$ cat src/rtl/cache_pkg.sv
// Shared definitions for the cache tag/data path: address geometry,
// address field slicing helpers and the refill FSM state type. Used by the
// refill controller, the tag RAM and the lookup logic.
package cache_pkg;

  localparam int ADDR_W   = 8;
  localparam int TAG_W    = 3;
  localparam int INDEX_W  = 4;
  localparam int OFFSET_W = 1;
  localparam int DATA_W   = 64;
  localparam int BEATS    = 1 << OFFSET_W;

  typedef enum logic [1:0] {
    IDLE   = 2'd0,
    REQ    = 2'd1,
    FILL   = 2'd2,
    COMMIT = 2'd3
  } refill_state_t;

  // address = {tag, index, offset}
  function automatic logic [TAG_W-1:0] get_tag(input logic [ADDR_W-1:0] addr);
    return addr[ADDR_W-1 -: TAG_W];
  endfunction

  function automatic logic [INDEX_W-1:0] get_index(input logic [ADDR_W-1:0] addr);
    return addr[OFFSET_W +: INDEX_W];
  endfunction

  function automatic logic [OFFSET_W-1:0] get_offset(input logic [ADDR_W-1:0] addr);
    return addr[OFFSET_W-1:0];
  endfunction

endpackage

$ cat src/rtl/cache_refill_ctrl.sv
// Cache refill controller: write side of the tag/data arrays.
// On a miss it requests the whole line from memory, writes each returned beat
// into the data RAM and finally writes the new tag. The tag goes in last so a
// half-filled line can never hit.
//
// Ports
//   clk, rst_n       clock (rising edge), asynchronous active-low reset
//   miss, miss_addr  lookup miss and its address, sampled only when idle
//   busy             refill in progress, upstream stalls
//   mem_req_*        line read request (valid/ready), line-aligned address
//   mem_rsp_*        returned beats, in order, no backpressure
//   data_we/waddr/wdata   data RAM write port, waddr = {index, beat}
//   tag_we/waddr/wdata    tag RAM write port, one-cycle strobe
//   refill_done      one-cycle pulse when the line is installed
//
// Request handshake: mem_req_valid rises once the miss is latched and holds,
// with mem_req_addr stable, until the cycle where mem_req_ready is also high;
// the transfer happens on that clock edge and valid drops afterwards.
module cache_refill_ctrl
  import cache_pkg::*;
(
  input  logic                         clk,
  input  logic                         rst_n,
  input  logic                         miss,
  input  logic [ADDR_W-1:0]            miss_addr,
  output logic                         busy,
  output logic                         mem_req_valid,
  input  logic                         mem_req_ready,
  output logic [ADDR_W-1:0]            mem_req_addr,
  input  logic                         mem_rsp_valid,
  input  logic [DATA_W-1:0]            mem_rsp_data,
  output logic                         data_we,
  output logic [INDEX_W+OFFSET_W-1:0]  data_waddr,
  output logic [DATA_W-1:0]            data_wdata,
  output logic                         tag_we,
  output logic [INDEX_W-1:0]           tag_waddr,
  output logic [TAG_W-1:0]             tag_wdata,
  output logic                         refill_done
);

  // Clears the beat offset so the request always targets the line start.
  localparam logic [ADDR_W-1:0] LINE_MASK = ~ADDR_W'(BEATS - 1);

  refill_state_t         state;
  logic [OFFSET_W-1:0]   beat_cnt;
  logic [TAG_W-1:0]      tag_q;
  logic [INDEX_W-1:0]    index_q;

  always_ff @(posedge clk or negedge rst_n) begin
    if (!rst_n) begin
      state         <= IDLE;
      beat_cnt      <= '0;
      tag_q         <= '0;
      index_q       <= '0;
      busy          <= 1'b0;
      mem_req_valid <= 1'b0;
      mem_req_addr  <= '0;
      data_we       <= 1'b0;
      data_waddr    <= '0;
      data_wdata    <= '0;
      tag_we        <= 1'b0;
      tag_waddr     <= '0;
      tag_wdata     <= '0;
      refill_done   <= 1'b0;
    end else begin
      // Strobes default low; only the owning state raises them for one cycle.
      data_we     <= 1'b0;
      tag_we      <= 1'b0;
      refill_done <= 1'b0;

      case (state)
        IDLE: begin
          // The cycle that shows refill_done is IDLE already, but a miss seen
          // there belongs to the old line's lookup, so it is not taken.
          if (miss && !refill_done) begin
            tag_q         <= get_tag(miss_addr);
            index_q       <= get_index(miss_addr);
            beat_cnt      <= '0;
            mem_req_valid <= 1'b1;
            mem_req_addr  <= miss_addr & LINE_MASK;
            busy          <= 1'b1;
            state         <= REQ;
          end
        end

        REQ: begin
          if (mem_req_valid && mem_req_ready) begin
            mem_req_valid <= 1'b0;
            state         <= FILL;
          end
        end

        FILL: begin
          // Beats arrive in order, possibly with gaps; wait indefinitely.
          if (mem_rsp_valid) begin
            data_we    <= 1'b1;
            data_waddr <= {index_q, beat_cnt};
            data_wdata <= mem_rsp_data;
            beat_cnt   <= beat_cnt + 1'b1;
            if (beat_cnt == OFFSET_W'(BEATS - 1)) begin
              state <= COMMIT;
            end
          end
        end

        COMMIT: begin
          tag_we      <= 1'b1;
          tag_waddr   <= index_q;
          tag_wdata   <= tag_q;
          refill_done <= 1'b1;
          busy        <= 1'b0;
          state       <= IDLE;
        end

        default: begin
          state <= IDLE;
        end
      endcase
    end
  end

endmodule

$ cat config.mk
export PLATFORM = sky130hd
export DESIGN_NAME = cache_refill_ctrl
export DESIGN_NICKNAME = d
export VERILOG_FILES = /design/src/rtl/cache_pkg.sv /design/src/rtl/cache_refill_ctrl.sv
export SDC_FILE = /design/constraint.sdc
export NUM_CORES = 1
export LEC_CHECK = 0
export ABC_AREA = 1
export CORE_ASPECT_RATIO = 0.75
export CORE_MARGIN = 2
export CORE_UTILIZATION = 43
export CTS_BUF_LIST = sky130_fd_sc_hd__clkbuf_8
export DETAILED_ROUTE_END_ITERATION = 8
export GPL_TIMING_DRIVEN = 0
export HOLD_SLACK_MARGIN = 0.03
export PLACE_DENSITY = 0.85
export SETUP_SLACK_MARGIN = 0.02
export SYNTH_ARGS = -nofsm -noshare
export SYNTH_HDL_FRONTEND = slang
export SYNTH_SLANG_ARGS = --single-unit
$ cat constraint.sdc
create_clock -name clk -period 1.65 [get_ports clk]
set_clock_uncertainty 0.2 [all_clocks]
set_input_delay 0.2475 -clock clk [delete_from_list [all_inputs] [get_ports clk]]
set_output_delay 0.2475 -clock clk [all_outputs]
set_load 0.1 [all_outputs]
After elaboration in Yosys (flattened, before gate mapping)
Index checks and enable logic that the tools add are counted.
W data, S select, Z words.

storage, ports and cells
  bits in registers = 97

operators by class
  add/sub/neg operators = 1
  equality and inequality tests = 7
  muxes and demuxes = 15
  reduce and logical (&&, ||, !) cells = 13

operator list
  cell                   count
  $mux W2                4
  $ne A2 B2 Y1 const B   4
  $pmux W2 S4            1
  $mux W1                7
  $pmux W1 S2            3
  $reduce_and A2 Y1      3
  $reduce_and A3 Y1      2
  $reduce_bool A2 Y1     3
  $eq A2 B2 Y1 const B   2
  $reduce_and A4 Y1      1
  $eq A2 B1 Y1 const B   1
  $logic_and A1 B1 Y1    2
  $logic_not A2 Y1       1
  $add A1 B1 Y1 const B  1
  $logic_not A1 Y1       1

Logic depth before layout (Yosys ltp)
  depth after elaboration = 4
  gate-level depth with buffers = 8

Worst setup path after synthesis
OpenSTA, ideal clock, no wires.

  kind = register to register
  from = register refill_done
  to = register mem_req_valid
  arrival = 1557 ps
  path slack = -184 ps
  stages on the path, launching flop included = 7
  period minus slack after synthesis = 1834 ps
  setup time = 78 ps
  required time = 1372 ps
  cells stage by stage = dfrtp_1 inv_1 nand2_1 nand2_2 nand2_1 inv_1 a21oi_1

on the way
  cells in the longest elaborated chain, start to end = 4

ends and longest elaborated chain
  element                      RTL line                  text
  from (decl)                  cache_refill_ctrl.sv:38   output logic refill_done
  from (signal assigned)       cache_refill_ctrl.sv:64   refill_done <= 1'b0;
  from (signal assigned)       cache_refill_ctrl.sv:69   refill_done <= 1'b0;
  from (signal assigned)       cache_refill_ctrl.sv:110  refill_done <= 1'b1;
  $logic_not A1 Y1             cache_refill_ctrl.sv:75   if (miss && !refill_done) begin
  $logic_and A1 B1 Y1          cache_refill_ctrl.sv:75
  $ne A2 B2 Y1 (no line)       -
  $reduce_and A3 Y1 (no line)  -
  to (signal assigned)         cache_refill_ctrl.sv:56   mem_req_valid <= 1'b0;
  to (signal assigned)         cache_refill_ctrl.sv:79   mem_req_valid <= 1'b1;
  to (signal assigned)         cache_refill_ctrl.sv:88   mem_req_valid <= 1'b0;
  to (decl)                    cache_refill_ctrl.sv:27   output logic mem_req_valid,

No other way between the ends.
A chain may end at the register's enable or synchronous reset.

Final worst setup path
  from = register state[0]
  to = register state[0]

on the way
  cells in the longest elaborated chain, start to end = 3
  elaborated cells between the ends (all ways) = 10
  those cells by class = eq/ne: 7; mux: 1; reduce/logical: 2

ends and longest elaborated chain
  element                               RTL line                 text
  from (decl)                           cache_refill_ctrl.sv:44  refill_state_t state;
  from (signal assigned)                cache_refill_ctrl.sv:51  state <= IDLE;
  from (signal assigned)                cache_refill_ctrl.sv:82  state <= REQ;
  from (signal assigned)                cache_refill_ctrl.sv:89  state <= FILL;
  $eq A2 B2 Y1 (tied with other cells)  cache_refill_ctrl.sv:71  case (state)
  $ne A2 B2 Y1 (no line)                -
  $reduce_and A4 Y1 (no line)           -

Several ways; a longest one is shown, not always the timed one.

==> results.tsv <==
stage	metric	value	unit
clock_tree	CTS Buf Count	9	
yosys	post-synthesis sequential area ratio	62.0	%
job	MaxCap Viol Count	0	
timing	max-slew violation count	0	
route	drt drc	0	
clock_tree	CTS Sinks	90	
timing	Hold Vio Cnt, Final	0	
worst_setup_path	critical path fanouts, max	3	
clock_tree	clk root buf	clkbuf_8	
worst_setup_path	WP data arrival	1.63	ns
placed_design	hpwl dp	6.99	mm
route	Antenna Nets Post-Route	0	
worst_setup_path	CP Data Required Time	1.68	ns
yosys	Mapped Area	3630	um2
die	core box area	8060	um2
die	Die W	110	um
route	via/cell ratio	4.62	
route	post-DR wirelength/cell	14.3	um
die	FP Rows	28	
yosys	most common cell in the netlist	nand2_1	
yosys	synth top area cells	dfrtp_1, nand2_1, buf_6	
cells_and_area	design area	5410	um2
yosys	Seq cells post-synth	90	
worst_setup_path	Critical Path Source Type	register	
worst_setup_path	cell mode on critical path	nand2_1	
yosys	Syn Area/Cell	9.41	um2
global_routing	GRT Overall Usage	20.8	%
yosys	Async S/R FF share, synth	100	%
global_routing	largest net degree at the start of global routing	72	
placed_design	gpl congestion	0.815	
worst_setup_path	WP buf/inv	1	
worst_setup_path	CP startpoint	state[0]$_DFFE_PN0P_	
worst_setup_path	worst r2r src	state[0]$_DFFE_PN0P_	
worst_setup_path	Slowest cell on crit path	dfrtp_1	
clock_tree	Clk Latency, worst-skew pair	0.35	ns
global_routing	first-pass GRT wire length	14.8	mm
die	Die Y-Extent	83.6	um
worst_setup_path	delay-heaviest family, CP	flip-flops	
die	IO Pins	166	
placed_design	dpl cell area	5420	um2
clock_tree	H-tree lvl count	3	
timing	Final period util	97.3	%
hold_path	Min-Delay Path Class	input pin to async pin	
cells_and_area	share of cells above drive strength 1	26.0	%
worst_setup_path	Crit. path cell count	6	
yosys	warnings from Yosys	0	
die	area of the die	9210	um2
route	1st-pass router iterations	4	
cells_and_area	Nets	648	
worst_setup_path	FF-to-FF path depth	6	
clock_tree	CTS tree	yes	
route	via count	3120	
worst_setup_path	CP endpoint	state[0]$_DFFE_PN0P_	
global_routing	antenna violations before repair	0	
yosys	Synth top area share	62.0	%
global_routing	vias in the first global route	2989	
timing	Setup violations, final	0	
worst_setup_path	CP max stage delay	0.42	ns
cells_and_area	Area growth syn-to-layout	48.9	%
yosys	EDFF count, synth	0	
worst_setup_path	R2R setup slack	0.05	ns
yosys	top cell types by occurrence after synthesis	nand2_1, dfrtp_1, inv_1, buf_6, nor2_1	
clock_tree	CTS clk-pin slew, worst paths	0.09	ns
route	DR iter-0 viols	130	
die	Starting Density	45.1	%
global_routing	grt ovf	0	
cells_and_area	ant diodes	0	
yosys	Mapped Nets	469	
worst_setup_path	Worst Setup End Kind	register	
timing	minimum clock period	1.60	ns
timing	Peak Freq	0.623	GHz
timing	setup TNS	0	ns
status	outcome	completed	
worst_setup_path	FF-to-FF End	state[0]$_DFFE_PN0P_	
cells_and_area	final core occ	67.1	%
yosys	Netlist cell types	22	
timing	RSZ-0062 raised after global routing	true	
worst_setup_path	cells along the critical path	buf_4, ha_1, nand2_2, nand2_1, o21bai_1, nand2_1	
yosys	Synth area leader	dfrtp_1	
yosys	Cells after Synth	386	
clock_tree	Max clock buf depth	2	
placed_design	Port Buffers	163	
route	routed wire length	9.63	mm
worst_setup_path	critical path class	register to register	
yosys	top_reg_cell synth	dfrtp_1	
## how the worst min path moves through the flow
stage / from / end
5_1_grt: rst_n / data_wdata[44]$_DFFE_PN0P_
3_3_place_gp: beat_cnt$_DFFE_PN0P_ / beat_cnt$_DFFE_PN0P_
6_report: rst_n / data_wdata[44]$_DFFE_PN0P_
4_1_cts: rst_n / data_wdata[44]$_DFFE_PN0P_
2_1_floorplan: rst_n / beat_cnt$_DFFE_PN0P_
3_5_place_dp: rst_n / data_wdata[44]$_DFFE_PN0P_
## cell families after synthesis
kind of cell    share of synthesized area (%)
compound gates                           3.65
fa+ha+maj                                2.07
buf+inv                                  6.72
flops                                    62.0
mux                                     0.930
other cells                             0.103
simple gates                             24.5
## sequential cells by signal, indices dropped and copies added, names as in the netlist
name           count
mem_req_valid      1
refill_done        1
state              2
data_wdata        64
tag_waddr          4
data_waddr         5
index_q            3
mem_req_addr       1
tag_wdata          3
beat_cnt           1
tag_q              3
data_we            1
busy               1
## metal layers
metal  share of wire (%)  GRT usage, %  wire (um)  vias up
met5                   0             0          0        -
met4                 1.8          7.05        171        0
met3                 8.7          7.18        839       20
met2                  48          32.7       4620      125
met1                  42          26.7       4010     1443
li1                    -             -          -     1532
## cell usage in the layout, fill, tap and decap left out, drive strengths merged
| cell | instances |
|---|---|
| nand2 | 214 |
| dfrtp | 90 |
| clkdlybuf4s50 | 74 |
| clkbuf | 63 |
| buf | 58 |
| inv | 18 |
| nor2 | 11 |
| a21oi | 10 |
| o21ai | 8 |
| ha | 6 |
| mux2 | 3 |
| o21bai | 2 |
| nand4 | 2 |
| bufinv | 2 |
| clkinv | 2 |
| or2 | 1 |
| nand3 | 1 |
| nand3b | 1 |
| a22oi | 1 |
| conb | 1 |
| clkinvlp | 1 |
| dlygate4sd3 | 1 |
## cell type report
class,count,area (um2)
sequential,90,2250
clock inverter,7,93.8
clock buffer,9,124
multi-input combinational,261,1150
tap,105,131
timing repair buffer,168,1400
buffer,19,199
fill,659,2650
inverter,16,60.1
## per-stage QoR
stage / instances / hold slack, ns / setup slack (ns)
floorplan: 386 / -0.248 / 0.116
global placement: 654 / 0.258 / -3.44
detailed placement: 655 / -0.0559 / -0.368
CTS: 672 / 0.112 / 0.0214
global route: 675 / 0.119 / -0.0209
finish: 675 / 0.112 / 0.0451
## repair_timing
action,in CTS,in global routing
setup buffers,0,3
resized for setup,447,63
endpoints found under the setup margin,143,126
pin swaps,0,2
hold buffers,1,0
hold endpoints to repair,90,0
## worst reg2reg max path: stages (launching register included)
cell	delay [ns]
dfrtp_1	0.42
buf_4	0.15
ha_1	0.22
nand2_2	0.09
nand2_1	0.10
o21bai_1	0.21
nand2_1	0.09
Power is left out: the tool's default activity adds up to more than one toggle a clock period on the data nets, which glitch-free logic cannot reach.
==> variant: new RTL, config.mk and constraints unchanged <==
`DATA_W`: 64 -> 128.
--- a/src/rtl/cache_pkg.sv
+++ b/src/rtl/cache_pkg.sv
@@ -7,7 +7,7 @@
   localparam int TAG_W    = 3;
   localparam int INDEX_W  = 4;
   localparam int OFFSET_W = 1;
-  localparam int DATA_W   = 64;
+  localparam int DATA_W   = 128;
   localparam int BEATS    = 1 << OFFSET_W;
 
   typedef enum logic [1:0] {
Ports: changed (resized data_wdata and mem_rsp_data); port bits go from 166 to 294. The function was not compared with the original's and may differ.
==> variant against the original RTL <==
  * Routed wire length grew 88%
  * Cell area grew 74%
  * Area after synthesis grew 64%
  * Sequential cell count grew 64
  * Hold slack gained 0.021 ns
  * Setup slack gained 0.014 ns
  * Critical endpoint is now busy
Power is left out: the tool's default activity adds up to more than one toggle a clock period on the data nets, which glitch-free logic cannot reach.
==> variant: results (changes against the original RTL) <==
| Metric | Value |
|---|---|
| Outcome | `finished, final reports clean` |
| H-tree depth reported by CTS | `4 (+1)` |
| Register area share after synthesis | `64.8% (+2.8 points)` |
| Clk Latency, worst-skew pair | `0.43 ns (+0.08 ns)` |
| Layout cells sized above 1 | `24.2% (-1.8 points)` |
| Met2 Use GR | `43.9% (+11 points)` |
| GRT Total Usage | `24.8% (+4.0 points)` |
| Placed wire-length estimate | `13100 µm (+88%)` |
| Num CTS Buffers | `17 (+8)` |
| Syn avg cell area | `9.07 µm² (-3.7%)` |
| First-pass GRT wire length | `28500 µm (+93%)` |
| Final TNS setup | `0 ns (unchanged)` |
| RD Place Congestion | `0.789 (-3.1%)` |
| Final Hold Vio Count | `0 (unchanged)` |
| Port Buffer Count | `291 (+79%)` |
| Crit path max-delay family | `buffers and inverters` |
| Mapped Nets | `803 (+71%)` |
| Ys Warns | `0 (unchanged)` |
| Mux cell area share after synthesis | `0.568% (-0.36 points)` |
| Root Driver | `clkbuf_8` |
| Met3 Use GR | `8.68% (+1.5 points)` |
| Largest regs | `data_wdata: 128 flops, data_waddr: 5 flops, tag_waddr: 4 flops` |
| Die W | `140 µm (+27%)` |
| Clock buffer depth | `2 (unchanged)` |
| DR vias | `5328 (+71%)` |
| Number of global-route vias before repair | `5501 (+84%)` |
| # nets final | `1118 (+73%)` |
| Commonest cells in the netlist | `nand2_1, dfrtp_1, buf_4, buf_2, inv_1` |
| Count of different cell masters after synthesis | `19 (-14%)` |
| Hold Crit Class | `in2reg` |
| Worst Path Max Fanout | `10 (+7)` |
| Initial DRT Pass Iterations | `5 (+1)` |
| Post-Synth XOR/XNOR Area | `0% (unchanged)` |
| Initial DRC count | `237 (+82%)` |
| Number of fill cells | `1108 (+68%)` |
| Adder-cell share of the synthesized area | `1.26% (-0.80 points)` |
| Met1 usage | `28.9% (+2.1 points)` |
| Non-filler cells, final | `1159 (+72%)` |
| Largest net degree at the start of global routing | `89 (+24%)` |
| Synth area leaders | `dfrtp_1, nand2_1, buf_4, buf_2, ha_1` |
| CP peak stage delay | `0.40 ns (-0.02 ns)` |
| Wirelength, routed | `18200 µm (+88%)` |
| Synth Area in Compound Gates | `1.89% (-1.8 points)` |
-- variant: kinds of logic after synthesis --
family          count (synthesis)
mux                             3
fa+ha+maj                       6
compound gates                 21
other cells                     1
simple gates                  422
flops                         154
buf+inv                        49
-- variant: final cells by class --
cell class,instances,area share [%]
Multi-Input combinational cell,453,20.0
Tap cell,175,2.32
Clock buffer,17,2.48
Buffer,32,3.34
Inverter,16,0.690
Sequential cell,154,40.9
Clock inverter,15,2.12
Timing Repair Buffer,297,28.1
-- variant: layer usage --
metal / routed length, µm / share of wire [%] / vias to the layer above
met5: 0 / 0 / -
met4: 189 / 1.0 / 0
met3: 1510 / 8.3 / 18
met2: 9220 / 51 / 201
met1: 7240 / 40 / 2502
li1: - / - / 2607
-- variant: final timing paths --
check	startpoint	end	slack [ns]	depth (start not counted)
worst max register to register	state[0]	busy	0.06	6
worst max-delay path	state[0]	busy	0.06	6
max in group asynchronous	rst_n	data_wdata[42]	0.22	3
worst min-delay path	mem_rsp_data[32]	data_wdata[32]	0.13	3
worst min register to register	beat_cnt	beat_cnt	0.27	2
min in group asynchronous	rst_n	tag_q[1]	0.18	2
-- variant: worst min-delay path, cell delays in order --
cell             delay, ns
clkdlybuf4s50_1       0.39
nand2_1               0.06
nand2_1               0.04
-- variant: timing repair --
item / 4_1_cts / 5_1_grt
setup buffers: 1 / 1
gates cloned: 1 / 1
endpoints found under the hold margin: 66 / 0
endpoints found under the setup margin: 293 / 147
hold buffers: 1 / 0
gates resized for setup: 947 / 29
pin swaps: 0 / 1
-- variant: through the flow --
step	cell area [µm²]	setup slack, ns	util [%]	hold slack (ns)
finish	9430	0.0587	69.3	0.134
global route	9430	0.00335	69.3	0.105
CTS	9280	0.00227	68.2	0.101
detailed placement	9110	-0.361	66.9	0.0820
global placement	9080	-6.66	66.7	0.259
floorplan	5950	0.128	-	-0.248
